## src/rtl/anti_theft_controller.sv

```systemverilog
// Anti-theft sequencer: arm/disarm FSM with entry/alarm/re-arm timers,
// siren and status decode, and a fuel pump enable latched by brake+hidden.
module anti_theft_controller #(
  parameter int unsigned T_ARM_DELAY       = 6,
  parameter int unsigned T_DRIVER_DELAY    = 8,
  parameter int unsigned T_PASSENGER_DELAY = 15,
  parameter int unsigned T_ALARM_ON        = 10,
  parameter int unsigned CNT_W             = 8
) (
  input  logic       clock,
  input  logic       reset_n,
  input  logic       ignition,
  input  logic       brake,
  input  logic       hidden,
  input  logic       door_driver,
  input  logic       door_pass,
  output logic       fuel_pump_power,
  output logic       siren,
  output logic       status_led,
  output logic [2:0] state
);

  typedef enum logic [2:0] {
    ARMED      = 3'd0,
    TRIGGER    = 3'd1,
    SOUND      = 3'd2,
    DISARMED   = 3'd3,
    WAIT_OPEN  = 3'd4,
    WAIT_CLOSE = 3'd5,
    ARM_COUNT  = 3'd6
  } state_t;

  localparam logic [CNT_W-1:0] LD_ARM    = CNT_W'(T_ARM_DELAY);
  localparam logic [CNT_W-1:0] LD_DRIVER = CNT_W'(T_DRIVER_DELAY);
  localparam logic [CNT_W-1:0] LD_PASS   = CNT_W'(T_PASSENGER_DELAY);
  localparam logic [CNT_W-1:0] LD_ALARM  = CNT_W'(T_ALARM_ON);
  localparam logic [CNT_W-1:0] ONE       = CNT_W'(1);

  state_t           state_reg;
  logic [CNT_W-1:0] cnt_reg;
  logic             pump_reg;
  logic             any_door;
  logic             expired;

  assign any_door = door_driver | door_pass;
  // Exit at 1 (or a stray 0) so the counter can never wrap.
  assign expired  = (cnt_reg <= ONE);

  always_ff @(posedge clock or negedge reset_n) begin
    if (!reset_n) begin
      state_reg <= ARMED;
      cnt_reg   <= '0;
    end else if (ignition && state_reg != DISARMED) begin
      state_reg <= DISARMED;
      cnt_reg   <= '0;
    end else begin
      case (state_reg)
        ARMED: begin
          if (door_driver) begin
            state_reg <= TRIGGER;
            cnt_reg   <= LD_DRIVER;
          end else if (door_pass) begin
            state_reg <= TRIGGER;
            cnt_reg   <= LD_PASS;
          end
        end
        TRIGGER: begin
          if (expired) begin
            state_reg <= SOUND;
            cnt_reg   <= LD_ALARM;
          end else begin
            cnt_reg <= cnt_reg - ONE;
          end
        end
        SOUND: begin
          if (any_door) begin
            cnt_reg <= LD_ALARM;
          end else if (expired) begin
            state_reg <= ARMED;
            cnt_reg   <= '0;
          end else begin
            cnt_reg <= cnt_reg - ONE;
          end
        end
        DISARMED: begin
          if (!ignition) state_reg <= WAIT_OPEN;
        end
        WAIT_OPEN: begin
          if (door_driver) state_reg <= WAIT_CLOSE;
        end
        WAIT_CLOSE: begin
          if (!any_door) begin
            state_reg <= ARM_COUNT;
            cnt_reg   <= LD_ARM;
          end
        end
        ARM_COUNT: begin
          if (any_door) begin
            state_reg <= WAIT_CLOSE;
            cnt_reg   <= '0;
          end else if (expired) begin
            state_reg <= ARMED;
            cnt_reg   <= '0;
          end else begin
            cnt_reg <= cnt_reg - ONE;
          end
        end
        default: begin
          state_reg <= ARMED;
          cnt_reg   <= '0;
        end
      endcase
    end
  end

  // Pump holds once unlocked; only ignition off or leaving DISARMED clears it.
  always_ff @(posedge clock or negedge reset_n) begin
    if (!reset_n) begin
      pump_reg <= 1'b0;
    end else if (state_reg == DISARMED && ignition && brake && hidden) begin
      pump_reg <= 1'b1;
    end else if (!ignition || state_reg != DISARMED) begin
      pump_reg <= 1'b0;
    end
  end

  assign fuel_pump_power = pump_reg;
  assign siren           = (state_reg == SOUND);
  assign status_led      = (state_reg == ARMED) || (state_reg == TRIGGER) ||
                           (state_reg == SOUND);
  assign state           = state_reg;

endmodule

```

## config.mk

```make
export PLATFORM = sky130hd
export DESIGN_NAME = anti_theft_controller
export DESIGN_NICKNAME = d
export VERILOG_FILES = /design/src/rtl/anti_theft_controller.sv
export SDC_FILE = /design/constraint.sdc
export NUM_CORES = 1
export LEC_CHECK = 0
export BUFFER_PORTS_ARGS = -buffer_cell sky130_fd_sc_hd__buf_2
export CAP_MARGIN = 20
export CORE_MARGIN = 2
export CORE_UTILIZATION = 59
export DETAILED_ROUTE_END_ITERATION = 10
export GPL_TIMING_DRIVEN = 0
export PLACE_DENSITY = 0.9
export SYNTH_ARGS = -nofsm -noshare
export SYNTH_HDL_FRONTEND = slang
export SYNTH_SLANG_ARGS = --single-unit
```

## constraint.sdc

```tcl
create_clock -name clock -period 3.7 [get_ports clock]
set_input_delay 0.37 -clock clock [delete_from_list [all_inputs] [get_ports clock]]
set_output_delay 0.37 -clock clock [all_outputs]
set_load 0.02 [all_outputs]
```

# After elaboration in Yosys (flattened, before gate mapping)
# Index checks and enable logic that the tools add are counted.
# totals
ff_bits	12
output_inout_bits	6
in_bits	7
elab_cells	55
# op_classes
order_cmp	1
addsub	1
n_reduce_logical	13
n_mux	22
eq_ne	14
n_bitwise	1
# ops
op	count
2-to-1 mux 8 bit	8
one-hot mux 8 bit (6 select lines)	1
2-to-1 mux 3 bit	10
one-hot mux 3 bit (7 select lines)	1
!= test 3 bit (second input constant)	4
== test 3 bit (second input constant)	3
less-or-equal comparator 8 x 1 -> 1 bit (second input constant)	1
subtractor 8 x 1 -> 8 bit (second input constant)	1
== test 3 x 2 -> 1 bit (second input constant)	2
!= test 3 x 2 -> 1 bit (second input constant)	2
AND reduction 6 bit	1
logical AND 1 bit	4
!= test 4 bit (second input constant)	1
== test 3 x 1 -> 1 bit (second input constant)	1
logical NOT 3 bit	1
logical OR 1 bit	3
AND reduction 3 bit	1
2-to-1 mux 1 bit	2
!= test 2 x 1 -> 1 bit (second input constant)	1
nonzero test 2 bit	1
OR reduction 2 bit	1
logical NOT 1 bit	1
OR 1 bit	1

# Logic depth before layout (Yosys ltp)
# Gate-level depths: netlist (run 1).
# depth
ltp_word	5
mapped_depth	7
mapped_depth_nobuf	7

# Worst setup path after synthesis (run 1)
# OpenSTA, ideal clock, no wires.
# synth_path
path_type	reg-to-reg
startpoint	register cnt_reg[5]
endpoint	register cnt_reg[3]
setup_ns	0.124
path_stages_with_launch	6
n_path_buf	0
t_arrival_ns	1.910
t_required_ns	3.576
path_slack_ns	1.666
period_less_slack_ns	2.034
path_cell_list	dfrtp_1 -> or4_4 -> or4_4 -> a21oi_2 -> o31ai_1 -> a211o_1
# synth_between
elab_chain_cells	5
word_cells_on_any_way	7
classes_between	order compare (1); mux (6)
# synth_rtl
item	line	rtl
from (decl)	40	logic [CNT_W-1:0] cnt_reg;
from (signal assigned)	72	cnt_reg <= cnt_reg - ONE;
from (signal assigned)	82	cnt_reg <= cnt_reg - ONE;
from (signal assigned)	105	cnt_reg <= cnt_reg - ONE;
less-or-equal comparator 8 x 1 -> 1 bit *	47	assign expired = (cnt_reg <= ONE);
2-to-1 mux 8 bit	78, 101	
2-to-1 mux 8 bit, on equally long branches	98, 76	
one-hot mux 8 bit (6 select lines) *	57	case (state_reg)
2-to-1 mux 8 bit *	53	end else if (ignition && state_reg != DISARMED) begin
# Mark *: on every way between the ends. The rest lies on a longest branch, timed or not.
# A chain may end at the register's enable or synchronous reset.

# Final worst setup path (run 1)
# layout_path
startpoint	register cnt_reg[5]
endpoint	register cnt_reg[1]
# The elaborated chain is that of the path after synthesis.

==> run_results.csv, run 1 <==
group,metric,value,unit
cts,cts_max_path_buffers,2,
floorplan,die_w,42.8,µm
routing,vias,922,
global_routing,grt_pass1_vias,801,
synthesis,avgSynthCellArea,8.20,µm²
global_routing,grt_usage,25.2,%
setup_path,path_buf_inv,0,
placed_design,portBuffers,10,
global_routing,grt_max_degree,13,
synthesis,synth_top_family_by_area,"compound AO/OA/AOI/OAI gates",
setup_path,crit_fanout,7,
power,p_per_area,817,nW/µm²
routing,viasPerCell,6.68,
cts,postCtsSetupRepairBufs,0,
setup_path,cp.required,3.88,ns
cts,cts_hold_buf,1,
cells_and_area,area_delta_synth_final,13.0,%
timing,rsz0062_at_grt,"no",
setup_path,cpLargestDelayFamily,"simple AND/OR/NAND/NOR gates",
setup_path,cp.arrival,2.43,ns
run_status,status,"finished, final reports clean",
routing,totalWireLength,2160,µm
routing,drt-initial-drc-count,49,
cells_and_area,antennaDiodeCount,0,
timing,fin_ws,1.46,ns
floorplan,initial_core_util,65.6,%
timing,worst_slew_pin_slew,0.689,ns
timing,max_slew_margin,53.7,%
floorplan,dieArea,1830,µm²
routing,post_drt_wl_per_cell,15.7,µm
cells_and_area,final_cell_mix,"nor2_1 (15), buf_2 (14), dfrtp_1 (12)",
cts,cts_max_level,1,
placed_design,pre_cts_ws,1.49,ns
synthesis,yosys_register_bits,12,
synthesis,syn_nets,117,
power,internal-power,0.000434,W
setup_path,critical_path_class,"flip-flop to flip-flop",
power,switching_share,46.9,%
timing,layout_worst_path_cycle_share,60.7,%
setup_path,crit_path_end_kind,"flip-flop",
global_routing,globalRouteOverflowTotal,0,
cts,cts-root-buf,"clkbuf_4",
min_path,hold_class,"input port to flip-flop",
setup_path,crit_slowest_cell,"nor4_2",
cts,cts.repair.resized,0,
cts,cts.sinks,12,
synthesis,synth_xor_area_share,3.95,%
floorplan,core,1350,µm²
cells_and_area,final_common_cell,"nor2_1",
synthesis,synth_edf_count,0,
synthesis,syn_inst,108,
power,switchingPower,0.000383,W
cts,cts-buffers-inserted,3,
power,peakVddDrop,431,µV
timing,setup-tns-final,0,ns
timing,finClkSkew,0.00572,ns
synthesis,seq_area_frac_synth,33.9,%
timing,finalSetupViolations,0,
synthesis,synth_compound_area_share,27.4,%
power,finalPower,0.000818,W
floorplan,rows,13,
synthesis,yosysWarningCount,0,
power,p_leak,0.465,nW
synthesis,synth-async-reset-ratio,100,%
cells_and_area,final_area,1000,µm²
floorplan,die_h,42.8,µm
synthesis,ys.flop_type,"dfrtp_1",
synthesis,ys_types,37,
power,pwr-share-seq,25.3,%
cts,worstSkewPairLatency,0.29,ns
timing,max_freq,0.445,GHz
setup_path,path_cells,"or4_4, nor4_2, nor4_1, a221o_1, a22o_1",
power,combPwrFrac,61.4,%
global_routing,grt_pass1_wl,3480,µm
cts,cts_tree,"yes",
placed_design,hpwl,1580,µm
power,clkPwrFrac,13.3,%
synthesis,synth.area.mux_share,0,%
placed_design,gp_congestion,0.976,
routing,ant_nets,0,
cells_and_area,layout.nets,133,
setup_path,start_kind,"flip-flop",
timing,finalHoldViolations,0,
synthesis,synthesis.area,886,µm²
synthesis,synth-simple-area-share,26.7,%
run,maxCapViolCount,0,
routing,drtPass1Iterations,4,
cells_and_area,largest_register_ff_count,8,
synthesis,synth_fa_ha_area_share,2.82,%
setup_path,max_stage_delay,0.61,ns
floorplan,pin_count,13,
global_routing,antenna_found_initial,0,
timing,period_minus_slack,2.24,ns
routing,post-route-drc-count,0,
timing,slew_viol_final,0,
placed_design,place_area,955,µm²
cts,clk_pin_slew_worst_paths,0.08,ns
cells_and_area,drive_gt1_share,18.7,%
routing by layer:
layer	vias up	wire, µm	global-route usage, %
met5	-	0	0
met4	0	59	9.38
met3	9	154	5.11
met2	51	1070	43.9
met1	428	880	30.0
li1	434	-	-
worst reg2reg max path, stage by stage, from the launching register on:
cell,delay [ns]
dfrtp_1,0.39
or4_4,0.56
nor4_2,0.61
nor4_1,0.11
a221o_1,0.28
a22o_1,0.19
kinds of logic after synthesis:
group,after synthesis
xor gates and xnor gates,4
DFF,12
adders and majority gates,2
and+or+nand+nor,43
buffers and inverters,11
AOI/OAI and AO/OA,36
final cells by class:
cell class	instances	area, µm²
Fill cell	93	349
Tap cell	15	18.8
Timing Repair Buffer	11	60.1
Buffer	7	31.3
Clock buffer	4	36.3
Sequential cell	12	300
Multi-Input combinational cell	85	539
Inverter	4	15.0
synthesized netlist by cell type (all sizes together) (3+ instances only):
library cell	number	share of area, %
nand2	3	1.3
o21ai	7	4.0
clkbuf	3	1.3
nor2	15	6.4
buf	4	2.3
inv	4	1.7
nor4	4	3.5
dfrtp	12	34
nand3	5	2.8
nor3	5	2.8
xor2	4	4.0
a22o	3	3.0
a21oi	9	5.5
per-stage QoR:
| stage | std cells | hold slack (ns) | util, % |
|---|---|---|---|
| after global routing | 138 | 0.380 | 74.1 |
| after floorplan | 108 | 0.0744 | - |
| after detailed placement | 133 | 0.259 | 70.7 |
| after CTS | 138 | 0.335 | 74.1 |
| after global placement | 133 | 0.252 | 70.7 |
| final | 138 | 0.336 | 74.1 |
power by group through the flow:
stage / registers [W] / clock network, W / logic [W]
5_1_grt: 0.000214 / 0.000113 / 0.000544
4_1_cts: 0.000206 / 0.000109 / 0.000494
3_5_place_dp: 0.000209 / 0 / 0.000488
6_report: 0.000207 / 0.000109 / 0.000502
2_1_floorplan: 0.000213 / 0 / 0.000378
3_3_place_gp: 0.000207 / 0 / 0.000473
worst paths after layout:
| kind | startpoint | endpoint | slack, ns | cells after the start |
|---|---|---|---|---|
| max | cnt_reg[5]$_DFFE_PN0P_ | cnt_reg[1]$_DFFE_PN0P_ | 1.46 | 5 |
| min | brake | fuel_pump_power$_DFFE_PN0P_ | 0.34 | 3 |
| max reg2reg | cnt_reg[5]$_DFFE_PN0P_ | cnt_reg[1]$_DFFE_PN0P_ | 1.46 | 5 |
| min reg2reg | fuel_pump_power$_DFFE_PN0P_ | fuel_pump_power$_DFFE_PN0P_ | 0.52 | 2 |
| max in group asynchronous | reset_n | state[0]$_DFFE_PN0P_ | 3.01 | 2 |
| min in group asynchronous | reset_n | cnt_reg[6]$_DFFE_PN0P_ | 0.48 | 2 |
Power figures use the tool's default switching activity.
==> run 2: changes to the inputs <==
- CORE_UTILIZATION: 59 -> 55
- PLACE_DENSITY: 0.9 -> 0.85
- clock period: 3.7 -> 2.3 ns (I/O delays scaled with it)
==> run_results.csv, run 2 (synthesis gave the netlist of run 1 again) <==
group,metric,value,unit
run_status,status,"finished, final reports clean",
routing,vias,905,
setup_path,crit_path_end_kind,"flip-flop",
cells_and_area,nFillCells,143,
placed_design,gp_congestion,0.959,
routing,drtPass1Iterations,4,
power,switching_share,47.3,%
placed_design,portBuffers,10,
routing,post-route-drc-count,0,
cells_and_area,area_delta_synth_final,11.6,%
timing,fin_ws,0.0761,ns
timing,rsz0062_at_grt,"no",
cts,postCtsSetupRepairBufs,0,
cts,cts_max_path_buffers,2,
floorplan,core,1510,µm²
cts,cts-buffers-inserted,3,
setup_path,start_kind,"flip-flop",
power,p_leak,0.457,nW
cells_and_area,final_cell_mix,"nor2_1 (15), buf_2 (14), dfrtp_1 (12)",
setup_path,critical_path_class,"flip-flop to flip-flop",
setup_path,cp.required,2.52,ns
power,clkPwrFrac,10.1,%
run,maxCapViolCount,0,
cts,cts.sinks,12,
global_routing,grt_usage,24.9,%
cells_and_area,layout.nets,133,
power,internal-power,0.000664,W
cts,cts.repair.resized,0,
power,switchingPower,0.000596,W
global_routing,grt_pass1_wl,3600,µm
cells_and_area,final_common_cell,"nor2_1",
power,combPwrFrac,63.4,%
global_routing,grt_max_degree,13,
routing,ant_nets,0,
power,p_per_area,1270,nW/µm²
cts,cts_hold_buf,1,
routing,drt-initial-drc-count,27,
timing,period_minus_slack,2.22,ns
cts,worstSkewPairLatency,0.27,ns
timing,layout_worst_path_cycle_share,96.7,%
floorplan,die_h,44.1,µm
cts,clk_pin_slew_worst_paths,0.07,ns
timing,finClkSkew,0.00335,ns
setup_path,cp.arrival,2.44,ns
cts,cts-root-buf,"clkbuf_4",
global_routing,antenna_found_initial,0,
routing,totalWireLength,2080,µm
floorplan,dieArea,1950,µm²
routing,viasPerCell,6.56,
timing,max_slew_margin,58.0,%
routing,post_drt_wl_per_cell,15.1,µm
cells_and_area,largest_register_ff_count,8,
floorplan,pin_count,13,
setup_path,crit_fanout,7,
setup_path,path_cells,"or4_4, nor4_2, a21oi_1, nor4_1, a211o_1",
cells_and_area,antennaDiodeCount,0,
global_routing,grt_pass1_vias,847,
cts,cts_tree,"yes",
timing,setup-tns-final,0,ns
power,peakVddDrop,737,µV
setup_path,crit_slowest_cell,"nor4_2",
floorplan,rows,14,
cells_and_area,final_area,988,µm²
min_path,hold_class,"input port to flip-flop",
global_routing,globalRouteOverflowTotal,0,
timing,slew_viol_final,0,
placed_design,place_area,956,µm²
setup_path,path_buf_inv,0,
setup_path,max_stage_delay,0.56,ns
cells_and_area,drive_gt1_share,18.0,%
timing,worst_slew_pin_slew,0.625,ns
placed_design,pre_cts_ws,0.112,ns
timing,max_freq,0.450,GHz
cts,cts_max_level,1,
placed_design,hpwl,1550,µm
setup_path,cpLargestDelayFamily,"simple AND/OR/NAND/NOR gates",
floorplan,initial_core_util,58.8,%
timing,worst_hold_slack,0.196,ns
power,pwr-share-seq,26.5,%
timing,finalSetupViolations,0,
floorplan,die_w,44.1,µm
timing,finalHoldViolations,0,
## run 2: changes by cell type in the layout (fill, tap and decap cells not counted), sizes merged
| cell | previous run | this run |
|---|---|---|
| clkbuf | 7 | 6 |
## run 2: tightest hold or removal path, cell delays in order
cell	delay, ns
buf_2	0.07
a21oi_1	0.05
nor2_1	0.08
## run 2: area by class of cell
| class | instances | area (µm²) | share of cell area [%] |
|---|---|---|---|
| Timing Repair Buffer | 11 | 60.1 | 6.08 |
| Inverter | 4 | 15.0 | 1.52 |
| Clock buffer | 3 | 22.5 | 2.28 |
| Tap cell | 16 | 20.0 | 2.03 |
| Sequential cell | 12 | 300 | 30.4 |
| Multi-Input combinational cell | 85 | 539 | 54.6 |
| Buffer | 7 | 31.3 | 3.16 |
## run 2: layer usage
| metal | share of wire, % | GRT usage (%) | vias up |
|---|---|---|---|
| met4 | 2.1 | 12.1 | 0 |
| met3 | 5.5 | 3.67 | 7 |
| met5 | 0 | 0 | - |
| li1 | - | - | 430 |
| met2 | 47 | 39.7 | 41 |
| met1 | 45 | 33.0 | 427 |
## run 2: power by group through the flow
stage	registers, W	clock network, W	logic, W
after floorplan	0.000343	0	0.000608
after global placement	0.000335	0	0.000763
after detailed placement	0.000338	0	0.000784
after CTS	0.000334	0.000131	0.000791
after global routing	0.000345	0.000139	0.000884
final	0.000334	0.000127	0.000799
## run 2: worst paths after layout
check                                             from                          end  slack, ns  cells after the start
min in group asynchronous                      reset_n       cnt_reg[4]$_DFFE_PN0P_       0.35                      2
min reg2reg                fuel_pump_power$_DFFE_PN0P_  fuel_pump_power$_DFFE_PN0P_       0.50                      2
max                             cnt_reg[4]$_DFFE_PN0P_       cnt_reg[3]$_DFFE_PN0P_       0.08                      5
max reg2reg                     cnt_reg[4]$_DFFE_PN0P_       cnt_reg[3]$_DFFE_PN0P_       0.08                      5
min                                              brake  fuel_pump_power$_DFFE_PN0P_       0.20                      3
max in group asynchronous                      reset_n         state[0]$_DFFE_PN0P_       1.74                      2
## run 2: stage by stage
step | cells | utilization [%] | power [W]
6_report | 138 | 65.6 | 0.00126
5_1_grt | 138 | 65.6 | 0.00137
4_1_cts | 138 | 65.6 | 0.00126
3_5_place_dp | 134 | 63.5 | 0.00112
3_3_place_gp | 134 | 63.5 | 0.00110
2_1_floorplan | 108 | - | 0.000951
